$ cat config.mk
export PLATFORM = sky130hd
export DESIGN_NAME = timer_count_controller
export DESIGN_NICKNAME = d
export VERILOG_FILES = /design/src/rtl/timer_count_controller_pkg.sv /design/src/rtl/tick_prescaler.sv /design/src/rtl/timer_count_controller.sv
export SDC_FILE = /design/constraint.sdc
export NUM_CORES = 1
export LEC_CHECK = 0
export ABC_AREA = 0
export BUFFER_PORTS_ARGS = -buffer_cell sky130_fd_sc_hd__buf_2
export CAP_MARGIN = 20
export CORE_MARGIN = 1
export CORE_UTILIZATION = 55
export DETAILED_ROUTE_END_ITERATION = 8
export MAX_ROUTING_LAYER = met4
export PLACE_DENSITY_LB_ADDON = 0.2
export REMOVE_ABC_BUFFERS = 1
export SLEW_MARGIN = 40
export SYNTH_ARGS = -nofsm -noshare
export SYNTH_HDL_FRONTEND = slang
export SYNTH_SLANG_ARGS = --single-unit
$ cat constraint.sdc
create_clock -name clk -period 3.5 [get_ports clk]
set_input_delay 0.35 -clock clk [delete_from_list [all_inputs] [get_ports clk]]
set_output_delay 0.35 -clock clk [all_outputs]
set_load 0.005 [all_outputs]
$ cat src/rtl/timer_count_controller_pkg.sv
// Shared timer definitions: controller state encoding, display limits and a
// wrap-around increment helper. Used by the timer FSM, display logic and the
// count controller.
package timer_count_controller_pkg;

    typedef enum logic [1:0] {
        ST_IDLE    = 2'b00,
        ST_SET     = 2'b01,
        ST_RUN     = 2'b10,
        ST_EXPIRED = 2'b11
    } ctrl_state_t;

    localparam int MAX_SECONDS = 59;
    localparam int MAX_MINUTES = 99;

    // Increment that returns to zero once the limit has been reached.
    function automatic logic [6:0] wrap_inc(input logic [6:0] value, input logic [6:0] max_value);
        return (value >= max_value) ? 7'd0 : value + 7'd1;
    endfunction

endpackage

$ cat src/rtl/tick_prescaler.sv
// One-second tick generator.
// Ports:
//   clk, rst_n  - clock and asynchronous active-low reset
//   clear       - synchronous restart of the period (wins over enable)
//   enable      - advance the period count this cycle
//   tick        - high in the last cycle of a period while enabled
module tick_prescaler #(
    parameter int PRESCALE = 50000000
) (
    input  logic clk,
    input  logic rst_n,
    input  logic clear,
    input  logic enable,
    output logic tick
);

    localparam int CW = $clog2(PRESCALE);
    localparam logic [CW-1:0] LAST = CW'(PRESCALE - 1);

    logic [CW-1:0] count;

    // Tick is gated by enable so a period frozen on its last count does not
    // keep firing while paused.
    assign tick = enable && (count == LAST);

    // Period counter: holds when disabled, wraps to zero after the tick.
    always_ff @(posedge clk or negedge rst_n) begin
        if (!rst_n) begin
            count <= '0;
        end else if (clear) begin
            count <= '0;
        end else if (enable) begin
            count <= tick ? '0 : count + CW'(1);
        end
    end

endmodule

$ cat src/rtl/timer_count_controller.sv
// Minutes/seconds countdown controller with set mode, pause and alarm.
// Ports:
//   clk, rst_n      - clock and asynchronous active-low reset
//   enable_counter  - counter enable from the timer FSM
//   forward         - 1 = setting mode, 0 = countdown mode
//   reset_timer     - synchronous clear of the whole controller
//   seg_demand      - seconds-increment request level (synchronised)
//   min_demand      - minutes-increment request level (synchronised)
//   seconds         - current seconds 0-59
//   minutes         - current minutes 0-99
//   done            - one-cycle pulse on expiry
//   alarm           - high while the alarm interval lasts
//   ctrl_state      - current state encoding
module timer_count_controller
    import timer_count_controller_pkg::*;
#(
    parameter int PRESCALE    = 50000000,
    parameter int ALARM_TICKS = 5
) (
    input  logic       clk,
    input  logic       rst_n,
    input  logic       enable_counter,
    input  logic       forward,
    input  logic       reset_timer,
    input  logic       seg_demand,
    input  logic       min_demand,
    output logic [5:0] seconds,
    output logic [6:0] minutes,
    output logic       done,
    output logic       alarm,
    output logic [1:0] ctrl_state
);

    localparam int AW = (ALARM_TICKS > 1) ? $clog2(ALARM_TICKS) : 1;
    localparam logic [AW-1:0] ALARM_LAST = AW'(ALARM_TICKS - 1);

    ctrl_state_t   state, state_next;
    logic [5:0]    seconds_next;
    logic [6:0]    minutes_next;
    logic          done_next, alarm_next;
    logic [AW-1:0] alarm_cnt, alarm_cnt_next;
    logic          seg_prev, min_prev;
    logic          seg_rise, min_rise;
    logic [5:0]    sec_dec;
    logic [6:0]    min_dec;
    logic          value_zero, dec_zero;
    logic          tick, presc_clear, presc_enable;

    assign ctrl_state = state;
    assign seg_rise   = seg_demand & ~seg_prev;
    assign min_rise   = min_demand & ~min_prev;
    assign value_zero = (seconds == 6'd0) && (minutes == 7'd0);

    // The prescaler only advances while genuinely counting down or while the
    // alarm is timing out. It is restarted in IDLE/SET, when leaving RUN for
    // SET, and when RUN expires at 00:00 without a tick, so every alarm
    // interval starts on a fresh period.
    assign presc_enable = ((state == ST_RUN) && enable_counter && !forward && !value_zero)
                          || (state == ST_EXPIRED);
    assign presc_clear  = reset_timer || (state == ST_IDLE) || (state == ST_SET)
                          || ((state == ST_RUN) && (value_zero || (enable_counter && forward)));

    tick_prescaler #(
        .PRESCALE(PRESCALE)
    ) u_prescaler (
        .clk    (clk),
        .rst_n  (rst_n),
        .clear  (presc_clear),
        .enable (presc_enable),
        .tick   (tick)
    );

    // One-second decrement of the displayed value, borrowing a minute when
    // the seconds are already zero.
    always_comb begin
        sec_dec = seconds - 6'd1;
        min_dec = minutes;
        if (seconds == 6'd0) begin
            sec_dec = 6'(MAX_SECONDS);
            min_dec = minutes - 7'd1;
        end
        dec_zero = (sec_dec == 6'd0) && (min_dec == 7'd0);
    end

    // Next-state and next-output logic; reset_timer overrides everything.
    always_comb begin
        state_next     = state;
        seconds_next   = seconds;
        minutes_next   = minutes;
        done_next      = 1'b0;
        alarm_next     = alarm;
        alarm_cnt_next = alarm_cnt;

        case (state)
            ST_IDLE: begin
                alarm_next     = 1'b0;
                alarm_cnt_next = '0;
                if (enable_counter) begin
                    state_next = forward ? ST_SET : ST_RUN;
                end
            end
            ST_SET: begin
                if (seg_rise) begin
                    seconds_next = 6'(wrap_inc({1'b0, seconds}, 7'(MAX_SECONDS)));
                end
                if (min_rise) begin
                    minutes_next = wrap_inc(minutes, 7'(MAX_MINUTES));
                end
                if (!enable_counter) begin
                    state_next = ST_IDLE;
                end else if (!forward) begin
                    state_next = ST_RUN;
                end
            end
            ST_RUN: begin
                if (value_zero) begin
                    state_next     = ST_EXPIRED;
                    done_next      = 1'b1;
                    alarm_next     = 1'b1;
                    alarm_cnt_next = '0;
                end else if (enable_counter && forward) begin
                    state_next = ST_SET;
                end else if (tick) begin
                    seconds_next = sec_dec;
                    minutes_next = min_dec;
                    if (dec_zero) begin
                        state_next     = ST_EXPIRED;
                        done_next      = 1'b1;
                        alarm_next     = 1'b1;
                        alarm_cnt_next = '0;
                    end
                end
            end
            ST_EXPIRED: begin
                alarm_next = 1'b1;
                if (tick) begin
                    if (alarm_cnt == ALARM_LAST) begin
                        state_next     = ST_IDLE;
                        alarm_next     = 1'b0;
                        alarm_cnt_next = '0;
                    end else begin
                        alarm_cnt_next = alarm_cnt + AW'(1);
                    end
                end
            end
            default: begin
                state_next = ST_IDLE;
            end
        endcase

        if (reset_timer) begin
            state_next     = ST_IDLE;
            seconds_next   = '0;
            minutes_next   = '0;
            done_next      = 1'b0;
            alarm_next     = 1'b0;
            alarm_cnt_next = '0;
        end
    end

    // State and output registers, plus the demand edge-detect history.
    always_ff @(posedge clk or negedge rst_n) begin
        if (!rst_n) begin
            state     <= ST_IDLE;
            seconds   <= '0;
            minutes   <= '0;
            done      <= 1'b0;
            alarm     <= 1'b0;
            alarm_cnt <= '0;
            seg_prev  <= 1'b0;
            min_prev  <= 1'b0;
        end else begin
            state     <= state_next;
            seconds   <= seconds_next;
            minutes   <= minutes_next;
            done      <= done_next;
            alarm     <= alarm_next;
            alarm_cnt <= alarm_cnt_next;
            seg_prev  <= seg_demand;
            min_prev  <= min_demand;
        end
    end

endmodule

# After elaboration in Yosys (flattened, before gate mapping)
# Cells that the tools add are included.
[totals]
ff_bits = 48
input_bits = 7
out_inout_bits = 17
elab_cells = 121
[classes]
n_addsub = 6
order_cmp = 2
n_eq_ne = 19
muxes = 53
bitwise_logic = 4
reduce_logical = 28
[op_table]
columns = ["cell", "n"]
rows = [
  ["two-way mux 26 bit", 3],
  ["two-way mux 7 bit", 7],
  ["two-way mux 6 bit", 7],
  ["adder 26 x 1 -> 26 bit (second input constant)", 1],
  ["== test 26 bit (second input constant)", 1],
  ["two-way mux 2 bit", 11],
  ["two-way mux 3 bit", 7],
  ["inequality test 3 bit (second input constant)", 5],
  ["AND reduction 5 bit", 3],
  ["zero test 7 bit", 2],
  ["case mux 7 bit (2 select lines)", 1],
  ["two-way mux 1 bit", 13],
  ["zero test 6 bit", 2],
  ["inequality test 4 bit (second input constant)", 3],
  ["case mux 6 bit (2 select lines)", 1],
  ["inequality test 3 x 2 -> 1 bit (second input constant)", 3],
  ["case mux 3 bit (3 select lines)", 1],
  ["logical AND 1 bit", 8],
  ["case mux 2 bit (4 select lines)", 1],
  ["adder 7 x 1 -> 7 bit (second input constant)", 1],
  [">= comparator 7 bit (second input constant)", 1],
  ["subtractor 7 x 1 -> 7 bit (second input constant)", 1],
  ["adder 6 x 1 -> 6 bit (second input constant)", 1],
  [">= comparator 6 bit (second input constant)", 1],
  ["other kinds (19)", 27],
]

# Logic depth before layout (Yosys ltp)
[logic_depth]
ltp_word = 11
ltp_mapped = 10
depth_no_buf = 8

# Cells and area by module
# From an unflattened synthesis, not the netlist that was laid out.
[unflattened]
cells_unflattened = 407
hier_area_um2 = 3570.9
[by_module_without_submodules]
columns = ["module", "n_inst", "cells_each", "area_per_inst_um2", "seq_area_each_um2"]
rows = [
  ["timer_count_controller", 1, 250, 2078.2, 550.5],
  ["tick_prescaler", 1, 157, 1492.7, 650.6],
]

# Worst setup path before layout
# OpenSTA, ideal clock, no wires.
[synth_path]
path_kind = "register to register"
from = "reg u_prescaler.count[12]"
to = "reg minutes[6]"
setup_ps = 126
arrival_ps = 2059
required_ps = 3374
path_slack_ps = 1315
path_stages_with_launch = 7
path_buffers = 1
period_less_slack_ps = 2185
cell_sequence = "dfrtp_1 > nand4_2 > or3_4 > or3_4 > o311a_1 > buf_6 > o32a_1"
[synth_via]
elab_chain_cells = 4
[synth_lines]
columns = ["item", "line_no", "text"]
rows = [
  ["start: declaration", "tick_prescaler.sv:20", "logic [CW-1:0] count;"],
  ["start signal: assignment", "tick_prescaler.sv:33", "count <= tick ? '0 : count + CW'(1);"],
  ["== test 26 bit", "tick_prescaler.sv:24", "assign tick = enable && (count == LAST);"],
  ["logical AND 1 bit", "tick_prescaler.sv:24", ""],
  ["inequality test 3 x 2 -> 1 bit (no line)", "--", ""],
  ["AND reduction 5 bit (no line)", "--", ""],
  ["end signal: assignment", "timer_count_controller.sv:175", "minutes <= minutes_next;"],
  ["end: declaration", "timer_count_controller.sv:28", "output logic [6:0] minutes,"],
]
# Every way passes these cells.
# A chain may end at the register's enable or synchronous reset.

# Final worst setup path
[layout_path]
from = "reg minutes[2]"
to = "reg u_prescaler.count[11]"
[layout_via]
elab_chain_cells = 9
word_cells_on_any_way = 13
classes_between = "mux (3); reduce/logical (10)"
[layout_lines]
columns = ["item", "line_no", "text"]
rows = [
  ["zero test 7 bit *", "timer_count_controller.sv:52", "assign value_zero = (seconds == 6'd0) && (minutes == 7'd0);"],
  ["logical AND 1 bit *", "timer_count_controller.sv:52", ""],
  ["zero test 1 bit", "timer_count_controller.sv:58", "assign presc_enable = ((state == ST_RUN) && enable_counter && !forward && !value_zero)"],
  ["logical AND 1 bit", "timer_count_controller.sv:58", ""],
  ["logical OR 1 bit", "timer_count_controller.sv:59", "|| (state == ST_EXPIRED);"],
  ["logical AND 1 bit", "tick_prescaler.sv:24", ""],
  ["two-way mux 26 bit", "tick_prescaler.sv:33", ""],
  ["two-way mux 26 bit", "tick_prescaler.sv:32", "end else if (enable) begin"],
  ["two-way mux 26 bit", "tick_prescaler.sv:30", "end else if (clear) begin"],
]
# Every way passes the cells marked *; elsewhere a longest branch is shown, timed or not. The select of a mux whose other input is x is not followed.

==> flow_metrics.tcl <==
set metrics [dict create \
    min_path_type "input port to async pin" \
    powerDensity_nw_per_um2 571 \
    rows 27 \
    cts.sinks 48 \
    final_hold_viol_count 30 \
    worstReg2RegEnd "u_prescaler.count[11]" \
    die-area_um2 6170 \
    dr.first_iter.drc_count 156 \
    fp.coreArea_um2 5570 \
    ys_top_cells_by_area "dfrtp_1, nor2_1, nand2_1, xnor2_1, a21oi_1" \
    outcome "finished, violations left" \
    min_period_over_period 0.788 \
    gp_congestion 0.882 \
    tightest_slew_ns 0.738 \
    tritoncts "yes" \
    regToRegStartpoint "minutes[2]" \
    grt_use_met2 0.382 \
    vias 2859 \
    nFillCells 519 \
    p_leak_nw 1.39 \
    clk_latency_ns 0.30 \
    nNetsFinal 405 \
    antenna_found_initial 0 \
    seqPwrFrac 0.411 \
    relSlewSlack 0.508 \
    pre_cts_slack_ns 0.811 \
    skew_ns 0.00800 \
    regToRegSetupSlack_ns 0.74 \
    power_frac_comb 0.425 \
    io_pins 24 \
    use_met3 0.0430 \
    cp.required_ns 3.66 \
    synth.avg_cell_area_um2 8.55 \
    slew_violations 0 \
    start_util 0.578 \
    busiest_layer "met1" \
    cts_max_level 2 \
    layout_min_cycle_time_ns 2.76 \
    path_clk_slew_ns 0.09 \
    fin_ws_ns 0.743 \
    clk_path_buf_depth 2 \
    portBuffers 23 \
    rsz0062_at_grt "false" \
    first_pass_iters 5 \
    grt_pass1_wl_um 12700 \
    synthTopCellsByCount "dfrtp_1, nor2_1, nand2_1" \
    root_buffer "clkbuf_8" \
    wirelength_um 7480 \
    diodes 0 \
    drv_cap 0 \
    postRouteAntennaNets 0 \
    grt_usage 0.268 \
    start_kind "flip-flop" \
    syn_area_um2 3220 \
    multiInputGateArea_um2 1880 \
    finalSetupViolCount 0 \
    hold_slack_ns -0.00680 \
    place_inst 454 \
    yosys_warnings 0 \
    p_switching_mw 0.860 \
    cts_buffers 5 \
    end_kind "flip-flop" \
    synth_area_leader_cell "dfrtp_1" \
    use_met1 0.394 \
    synth_most_common_cell "dfrtp_1" \
    swShare 0.440 \
    peakVddDrop_uv 423 \
    total_power_mw 1.95 \
    drive_above_1_share 0.126 \
    overflow 0 \
    ys_types 65 \
    syn_inst 377 \
    crit_path_max_fanout 13 \
    syn_to_final_growth_pct 6.17 \
    arrival_ns 2.92 \
    post_drt_wl_per_cell_um 16.2 \
    grt_pass1_vias 2609 \
    async_flop_share 1.00 \
    remaining_drc_errors 0 \
    ctsHoldBuffers 0 \
    p_clk_frac 0.164 \
    viasPerCell 6.20 \
    cts_resized 0 \
    fin_cells 461 \
    ys.flop_type "dfrtp_1" \
    synth-edff-count 0 \
    violations "negative hold slack" \
    cts_setup_buffers 0 \
    dp_hpwl_um 5360 \
    ys_seq_area_frac 0.373 \
    max_freq_mhz 363 \
    die_x_um 78.6 \
    die_y_um 78.6 \
    ys_ff_latch 48 \
    internal-power_mw 1.09 \
    tns_ns 0 \
    worstSetupPathType "flip-flop to flip-flop" \
    reg2regPathDepth 6 \
    crit_start "minutes[2]" \
    grt_max_degree 36 \
    final-seq-area_um2 1200 \
    synth_top_cell_area_share 0.373 \
]
[per-stage QoR]
step | hold slack, ns | util | instance area (um2)
after floorplan | 0.0544 | - | 3120
after global placement | 0.474 | 0.599 | 3340
after detailed placement | 0.474 | 0.599 | 3340
after CTS | 0.154 | 0.614 | 3420
after global routing | 0.0269 | 0.614 | 3420
final | -0.00680 | 0.614 | 3420
[worst max-delay path, cell delays in order, from the launching register on]
cell      delay, ns
dfrtp_1        0.49
nor3_1         0.48
nand4b_1       0.53
a211oi_1       0.67
nand4_1        0.19
xor2_1         0.20
nor2_1         0.06
[registers in the layout (all words and copies together), names as in the netlist]
signal	flops
u_prescaler.count	26
seconds	6
ctrl_state	2
minutes	7
alarm_cnt	3
min_prev	1
alarm	1
seg_prev	1
done	1
[worst max-delay path by stage]
stage / slack, ns / end / cells past startpoint
floorplan: 1.12 / minutes[2] / 6
global placement: 0.95 / u_prescaler.count[17] / 6
detailed placement: 0.81 / u_prescaler.count[11] / 6
CTS: 0.78 / u_prescaler.count[11] / 6
global route: 0.52 / u_prescaler.count[11] / 6
finish: 0.74 / u_prescaler.count[11] / 6
[power groups by stage]
stage | clock network, mW | registers (mW) | logic [mW]
finish | 0.320 | 0.804 | 0.829
global route | 0.344 | 0.826 | 0.924
CTS | 0.335 | 0.800 | 0.824
detailed placement | 0 | 0.812 | 0.816
global placement | 0 | 0.802 | 0.802
floorplan | 0 | 0.776 | 0.585
[cell type report]
class                   count  share of cell area
inverters                  11              0.0121
well taps                  72              0.0263
clock inverters             2             0.00365
flip-flops and latches     48               0.351
repair buffers             25              0.0387
multi-input cells         298               0.548
clock buffers               5              0.0201
[cell usage in the layout (no fill, tap or decap), types with 3 or more instances in the layout]
cell,count
o31ai_1,5
inv_1,11
o21ai_0,17
o22ai_1,4
xor2_1,13
nor2_1,47
clkbuf_8,5
a21oi_1,23
xnor2_1,14
nor3_1,14
buf_4,3
nand2_1,33
nand3_1,21
o2bb2ai_1,3
and3_1,10
buf_2,22
nand4_1,3
nor3b_1,3
nor2b_1,6
nor4_1,8
ha_1,9
a21o_1,4
dfrtp_1,48
a31oi_1,6
[cells by family after synthesis]
family,after synthesis,synth area share
and+or+nand+nor,170,0.276
AOI/OAI and AO/OA,92,0.198
DFF,48,0.373
buffers and inverters,31,0.0454
adders and majority gates,9,0.0349
xor gates and xnor gates,27,0.0733
[routing by layer]
layer | vias to the layer above | routed length [um]
met5 | - | 0
met4 | 0 | 90
met3 | 9 | 424
met2 | 108 | 3330
met1 | 1343 | 3640
li1 | 1399 | -
Power figures use the tool's default switching activity.
